`src/rtl/block_decrypt_pkg.sv`:
```
// Shared definitions for the CSA block decipher: FSM states, round count,
// the fixed bit permutation applied to the S-box output, and a byte-slice helper.
package block_decrypt_pkg;

    typedef enum logic [1:0] {
        StIdle = 2'd0,
        StRun  = 2'd1,
        StDone = 2'd2
    } state_t;

    localparam int unsigned CSA_ROUNDS = 56;

    // Fixed bit permutation: in[0]->out[1], in[1]->out[7], in[2]->out[5], in[3]->out[4],
    // in[4]->out[2], in[5]->out[3], in[6]->out[0], in[7]->out[6].
    function automatic logic [7:0] csa_perm(input logic [7:0] x);
        logic [7:0] y;
        y[1] = x[0];
        y[7] = x[1];
        y[5] = x[2];
        y[4] = x[3];
        y[2] = x[4];
        y[3] = x[5];
        y[0] = x[6];
        y[6] = x[7];
        return y;
    endfunction

    // Byte i of a little-endian byte vector; narrower vectors (W) are zero-extended.
    function automatic logic [7:0] csa_byte(input logic [447:0] v, input logic [5:0] idx);
        return v[8*int'(idx) +: 8];
    endfunction

endpackage

```
`src/rtl/block_sbox.sv`:
```
// CSA block-cipher S-box: pure combinational 8-bit lookup.
module block_sbox (
    input  logic [7:0] idx,
    output logic [7:0] s
);

    localparam logic [7:0] SBOX [256] = '{
        8'h3a, 8'hea, 8'h68, 8'hfe, 8'h33, 8'he9, 8'h88, 8'h1a,
        8'h83, 8'hcf, 8'he1, 8'h7f, 8'hba, 8'he2, 8'h38, 8'h12,
        8'he8, 8'h27, 8'h61, 8'h95, 8'h0c, 8'h36, 8'he5, 8'h70,
        8'ha2, 8'h06, 8'h82, 8'h7c, 8'h17, 8'ha3, 8'h26, 8'h49,
        8'hbe, 8'h7a, 8'h6d, 8'h47, 8'hc1, 8'h51, 8'h8f, 8'hf3,
        8'hcc, 8'h5b, 8'h67, 8'hbd, 8'hcd, 8'h18, 8'h08, 8'hc9,
        8'hff, 8'h69, 8'hef, 8'h03, 8'h4e, 8'h48, 8'h4a, 8'h84,
        8'h3f, 8'hb4, 8'h10, 8'h04, 8'hdc, 8'hf5, 8'h5c, 8'hc6,
        8'h16, 8'hab, 8'hac, 8'h4c, 8'hf1, 8'h6a, 8'h2f, 8'h3c,
        8'h3b, 8'hd4, 8'hd5, 8'h94, 8'hd0, 8'hc4, 8'h63, 8'h62,
        8'h71, 8'ha1, 8'hf9, 8'h4f, 8'h2e, 8'haa, 8'hc5, 8'h56,
        8'he3, 8'h39, 8'h93, 8'hce, 8'h65, 8'h64, 8'he4, 8'h58,
        8'h6c, 8'h19, 8'h42, 8'h79, 8'hdd, 8'hee, 8'h96, 8'hf6,
        8'h8a, 8'hec, 8'h1e, 8'h85, 8'h53, 8'h45, 8'hde, 8'hbb,
        8'h7e, 8'h0a, 8'h9a, 8'h13, 8'h2a, 8'h9d, 8'hc2, 8'h5e,
        8'h5a, 8'h1f, 8'h32, 8'h35, 8'h9c, 8'ha8, 8'h73, 8'h30,
        8'h29, 8'h3d, 8'he7, 8'h92, 8'h87, 8'h1b, 8'h2b, 8'h4b,
        8'ha5, 8'h57, 8'h97, 8'h40, 8'h15, 8'he6, 8'hbc, 8'h0e,
        8'heb, 8'hc3, 8'h34, 8'h2d, 8'hb8, 8'h44, 8'h25, 8'ha4,
        8'h1c, 8'hc7, 8'h23, 8'hed, 8'h90, 8'h6e, 8'h50, 8'h00,
        8'h99, 8'h9e, 8'h4d, 8'hd9, 8'hda, 8'h8d, 8'h6f, 8'h5f,
        8'h3e, 8'hd7, 8'h21, 8'h74, 8'h86, 8'hdf, 8'h6b, 8'h05,
        8'h8e, 8'h5d, 8'h37, 8'h11, 8'hd2, 8'h28, 8'h75, 8'hd6,
        8'ha7, 8'h77, 8'h24, 8'hbf, 8'hf0, 8'hb0, 8'h02, 8'hb7,
        8'hf8, 8'hfc, 8'h81, 8'h09, 8'hb1, 8'h01, 8'h76, 8'h91,
        8'h7d, 8'h0f, 8'hc8, 8'ha0, 8'hf2, 8'hcb, 8'h78, 8'h60,
        8'hd1, 8'hf7, 8'he0, 8'hb5, 8'h98, 8'h22, 8'hb3, 8'h20,
        8'h1d, 8'ha6, 8'hdb, 8'h7b, 8'h59, 8'h9f, 8'hae, 8'h31,
        8'hfb, 8'hd3, 8'hb6, 8'hca, 8'h43, 8'h72, 8'h07, 8'hf4,
        8'hd8, 8'h41, 8'h14, 8'h55, 8'h0d, 8'h54, 8'h8b, 8'hb9,
        8'had, 8'h46, 8'h0b, 8'haf, 8'h80, 8'h52, 8'h2c, 8'hfa,
        8'h8c, 8'h89, 8'h66, 8'hfd, 8'hb2, 8'ha9, 8'h9b, 8'hc0
    };

    assign s = SBOX[idx];

endmodule

```
`src/rtl/block_decrypt.sv`:
```
// CSA block decipher: one round per clock over 56 rounds, key bytes consumed
// from kk[55] down to kk[0]. Valid/ready handshake on both sides.
module block_decrypt
    import block_decrypt_pkg::*;
(
    input  logic         clk,
    input  logic         rst_n,
    input  logic         in_valid,
    output logic         in_ready,
    input  logic [63:0]  in_data,
    input  logic [447:0] kk,
    output logic         out_valid,
    input  logic         out_ready,
    output logic [63:0]  out_data
);

    state_t      state, state_next;
    logic [5:0]  r, r_next;
    logic [63:0] w, w_next;

    logic [7:0]  sbox_in;
    logic [7:0]  s;
    logic [7:0]  l;
    logic [63:0] w_round;

    // Round datapath: depends only on kk, W and r.
    always_comb begin
        sbox_in = csa_byte(kk, r) ^ csa_byte({384'd0, w}, 6'd6);
    end

    block_sbox u_sbox (
        .idx (sbox_in),
        .s   (s)
    );

    // One decipher round; bytes listed W7 down to W0.
    always_comb begin
        l       = csa_byte({384'd0, w}, 6'd7) ^ s;
        w_round = {
            csa_byte({384'd0, w}, 6'd6),
            csa_byte({384'd0, w}, 6'd5) ^ csa_perm(s),
            csa_byte({384'd0, w}, 6'd4),
            csa_byte({384'd0, w}, 6'd3) ^ l,
            csa_byte({384'd0, w}, 6'd2) ^ l,
            csa_byte({384'd0, w}, 6'd1) ^ l,
            csa_byte({384'd0, w}, 6'd0),
            l
        };
    end

    // Next-state logic and Moore handshake outputs.
    always_comb begin
        state_next = state;
        r_next     = r;
        w_next     = w;
        in_ready   = (state == StIdle);
        out_valid  = (state == StDone);
        unique case (state)
            StIdle: begin
                if (in_valid) begin
                    w_next     = in_data;
                    r_next     = 6'(CSA_ROUNDS - 1);
                    state_next = StRun;
                end
            end
            StRun: begin
                w_next = w_round;
                // r stops at 0 rather than wrapping to 63
                if (r == 6'd0) begin
                    state_next = StDone;
                end else begin
                    r_next = r - 6'd1;
                end
            end
            StDone: begin
                if (out_ready) begin
                    state_next = StIdle;
                end
            end
            default: begin
                state_next = StIdle;
            end
        endcase
    end

    // State, round counter and block register; reset discards any block in flight.
    always_ff @(posedge clk or negedge rst_n) begin
        if (!rst_n) begin
            state <= StIdle;
            r     <= 6'd0;
            w     <= 64'd0;
        end else begin
            state <= state_next;
            r     <= r_next;
            w     <= w_next;
        end
    end

    assign out_data = w;

endmodule

```
`config.mk`:
```
export PLATFORM = sky130hd
export DESIGN_NAME = block_decrypt
export DESIGN_NICKNAME = d
export VERILOG_FILES = /design/src/rtl/block_decrypt_pkg.sv /design/src/rtl/block_sbox.sv /design/src/rtl/block_decrypt.sv
export SDC_FILE = /design/constraint.sdc
export NUM_CORES = 1
export LEC_CHECK = 0
export CAP_MARGIN = 20
export CORE_AREA = 2 2 226 228
export DETAILED_ROUTE_END_ITERATION = 10
export DIE_AREA = 0 0 228 230
export PLACE_DENSITY = 0.49
export SYNTH_ARGS = -nofsm -noshare
export SYNTH_HDL_FRONTEND = slang
export SYNTH_SLANG_ARGS = --single-unit
```
`constraint.sdc`:
```
create_clock -name clk -period 12.8 [get_ports clk]
set_clock_uncertainty 0.15 [all_clocks]
set_input_delay 1.92 -clock clk [delete_from_list [all_inputs] [get_ports clk]]
set_output_delay 1.92 -clock clk [all_outputs]
set_load 0.005 [all_outputs]
```
==> qor.txt <==
Maximum operating frequency: 127.9 MHz
Total area of multi-input combinational cells: 0.009060 mm^2
# Post-CTS Setup Buffers: 0
Slowest Stage Delay on Critical Path: 0.65 ns
Multiplexer area fraction after synthesis: 0.2356
Overall routing resource usage: 0.3066
Launching element type of the critical path: input pin
Layout area overhead: 55.59%
Number of CTS-inserted buffers: 9
HPWL after detailed placement: 67060 um
Kind of critical path: input pin to flip-flop
Clock tree from TritonCTS: built
Clock latency on the worst-skew pair: 0.35 ns
Clock sink count: 72
Count of mapped cells out of synthesis: 1404
Library cell contributing the largest single delay on the critical path: a211oi_1
Number of filler instances in the final layout: 5273
Final min period: 7.821 ns
Sum of negative setup slack: 0 ns
Detailed Route WL: 84110 um
Die width: 228 um
Final non-filler cell area: 0.01815 mm^2
Post-cts gate resize count: 0
Wire length of the first global-routing pass: 115700 um
Top library cells by usage in the layout, fill and taps aside: 580 x clkdlybuf4s50_1, 164 x nand2_1, 116 x nor2_1
Die Y: 230 um
Required time of the critical path: 12.82 ns
Total Die Area: 0.05244 mm^2
Highest net fanout along the worst path: 27
Total number of nets in the final design: 2413
Std-Cell Core Area: 0.04986 mm^2
Drt wl/cell: 32.66 um
Routed via count: 15180
Hold buffer count at cts: 0
CTS root buffer: clkbuf_16
Portion of the post-synthesis area used by sequential elements: 0.1544
Synthesized Nets: 1933
Placer Congestion: 0.9965
Main combinational cell family by area after synthesis: compound AO/OA/AOI/OAI gates
1st-pass router iterations: 9
Adder and majority gate portion of the synthesized area: 0.01394
Final global-route overflow total: 0
Async set-reset flop share out of synthesis: 1.000
Post-synth top flop: dfrtp_1
Number of DRC violations after detailed-routing iteration 0: 1739
Bufs on Longest Clock Path: 2
Proportion of layout cells with a drive suffix above 1: 0.1043
Buffers added on ports: 581
DRC errors left: 0
Worst hold path class: flip-flop to flip-flop
Register clock-pin slew on the reported worst setup and hold paths: 0.06 ns
Effective utilization at floorplan: 0.2340
Final period utilization: 0.6110
Synth warn: 0
Worst setup EP type: flip-flop
Mapped Avg Cell Area: 8.309 um^2
Unrepaired setup endpoints after global routing: no
Slew at the pin closest to its max-slew limit: 1.110 ns
Remaining antenna violation count after routing: 0
Final hold viol count: 0
Fin Hold WS: 0.3780 ns
Max_slew headroom: 0.2598
Xor-xnor portion of the synthesized cell area: 0.02713
Number of slew-limit violations in the final report: 0
Post-synthesis share of cell area spent on and, or, nand and nor gates: 0.2000
Count of pins on the block boundary: 582
H-tree depth: 3
Netlist cell types: 105
Storage cell area: 0.001814 mm^2
Maximum number of pins on one net before global-route repair: 73
Initial antenna violation count: 32
Worst path cell trace: clkdlybuf4s50_1, mux4_2, mux2i_1, o21ai_1, o31ai_2, or3_1, nand2_4, inv_1, ha_1, inv_1, nand2_1, o311ai_1, a211oi_1, nor4_1, a21oi_2, xnor2_2, xor2_1, a22oi_1
Most common library cell in the layout ignoring fill and taps: clkdlybuf4s50_1
Number of standard-cell rows in the floorplan: 82
Via count of the first global-routing pass: 14980
Status: completed
Placed Area: 0.01782 mm^2
Worst path arrival time: 7.84 ns
Netlist Area Pre-Place: 0.01167 mm^2
Number of maximum-capacitance violations: 0
Number of enable-type register cells in the synthesized netlist: 0
Setup violation total in the final timing report: 0
Detail-routed via count per cell: 5.895
Compound-cell area share of the yosys netlist: 0.2965
Cell repeated most along the worst path: inv_1
Post-synthesis sequential element count: 72
## cell type report
class | instances | share of cell area
diodes | 14 | 0.001930
multi-input cells | 1169 | 0.4991
flip-flops and latches | 72 | 0.09995
well taps | 672 | 0.04632
inverters | 24 | 0.004963
repair buffers | 608 | 0.3314
clock buffers | 9 | 0.01241
clock inverters | 7 | 0.003860
## routing by layer
layer / vias to the layer above / share of wire / global-route usage
met2: 979 / 0.47 / 0.5047
met3: 144 / 0.099 / 0.09065
met5: - / 0.00097 / 0
met4: 14 / 0.035 / 0.09314
li1: 6525 / - / -
met1: 7517 / 0.40 / 0.3863
## critical path: cells and delay by family
family | cells | cell delay, ns
AOI/OAI and AO/OA | 6 | 1.80
and+or+nand+nor | 4 | 1.27
buffers and inverters | 3 | 1.06
muxes | 2 | 0.85
adders and majority gates | 1 | 0.53
xor gates and xnor gates | 2 | 0.40
## registers in the layout, summed over array words and instances, names as in the netlist
| name | count |
|---|---|
| out_data | 64 |
| state | 2 |
| r | 6 |
## cells in the mapped netlist (8+ instances only)
| cell type | n | area share |
|---|---|---|
| o21ai_0 | 71 | 0.030 |
| ha_1 | 13 | 0.014 |
| nor2b_1 | 11 | 0.0059 |
| and3_1 | 13 | 0.0070 |
| a311oi_1 | 11 | 0.0083 |
| nor2_1 | 117 | 0.038 |
| nand2_1 | 164 | 0.053 |
| inv_2 | 8 | 0.0026 |
| mux2i_1 | 80 | 0.069 |
| xnor2_1 | 9 | 0.0068 |
| o21ai_1 | 11 | 0.0047 |
| o211ai_1 | 26 | 0.017 |
| a211oi_1 | 16 | 0.010 |
| clkbuf_1 | 61 | 0.020 |
| a211o_1 | 8 | 0.0060 |
| nand4_1 | 11 | 0.0059 |
| or3_1 | 18 | 0.0097 |
| buf_4 | 17 | 0.011 |
| buf_2 | 41 | 0.018 |
| a22oi_1 | 33 | 0.021 |
| dfrtp_1 | 72 | 0.15 |
| nand3_1 | 55 | 0.024 |
| mux4_2 | 81 | 0.16 |
| o221ai_1 | 9 | 0.0068 |
| xor2_1 | 12 | 0.0090 |
| a221o_1 | 10 | 0.0086 |
| inv_1 | 14 | 0.0045 |
| o22ai_1 | 18 | 0.0097 |
| o2111ai_1 | 9 | 0.0068 |
| buf_6 | 15 | 0.014 |
| a21oi_1 | 80 | 0.034 |
| a31oi_1 | 49 | 0.026 |
| nor3_1 | 22 | 0.0094 |
| a221oi_1 | 15 | 0.011 |
## metrics by stage
step	utilization	setup slack, ns	instances
after floorplan	-	6.712	1404
after global placement	0.3574	4.755	2545
after detailed placement	0.3574	4.772	2545
after CTS	0.3633	5.109	2561
after global routing	0.3636	4.820	2567
final	0.3640	4.979	2575
## path summary, 6_finish.rpt
kind | start | end | slack (ns) | depth (start not counted)
hold / removal | out_data[38] | out_data[38] | 0.38 | 2
setup reg to reg | r[1] | out_data[17] | 5.15 | 16
hold reg to reg | out_data[38] | out_data[38] | 0.38 | 2
setup / recovery | kk[425] | out_data[17] | 4.98 | 18
min in group asynchronous | rst_n | out_data[28] | 1.58 | 1
max in group asynchronous | rst_n | r[2] | 10.14 | 1
## cell families (layout without fill, tap and decap cells)
family / count (synthesis) / in the layout
fa+ha+maj: 13 / 13
xor+xnor: 28 / 28
compound gates: 482 / 482
flops: 72 / 72
mux: 171 / 171
buf+inv: 163 / 648
simple gates: 475 / 475
other cells: 0 / 14
Power is left out: the tool's default activity adds up to more than one toggle a clock period on the data nets, which glitch-free logic cannot reach.
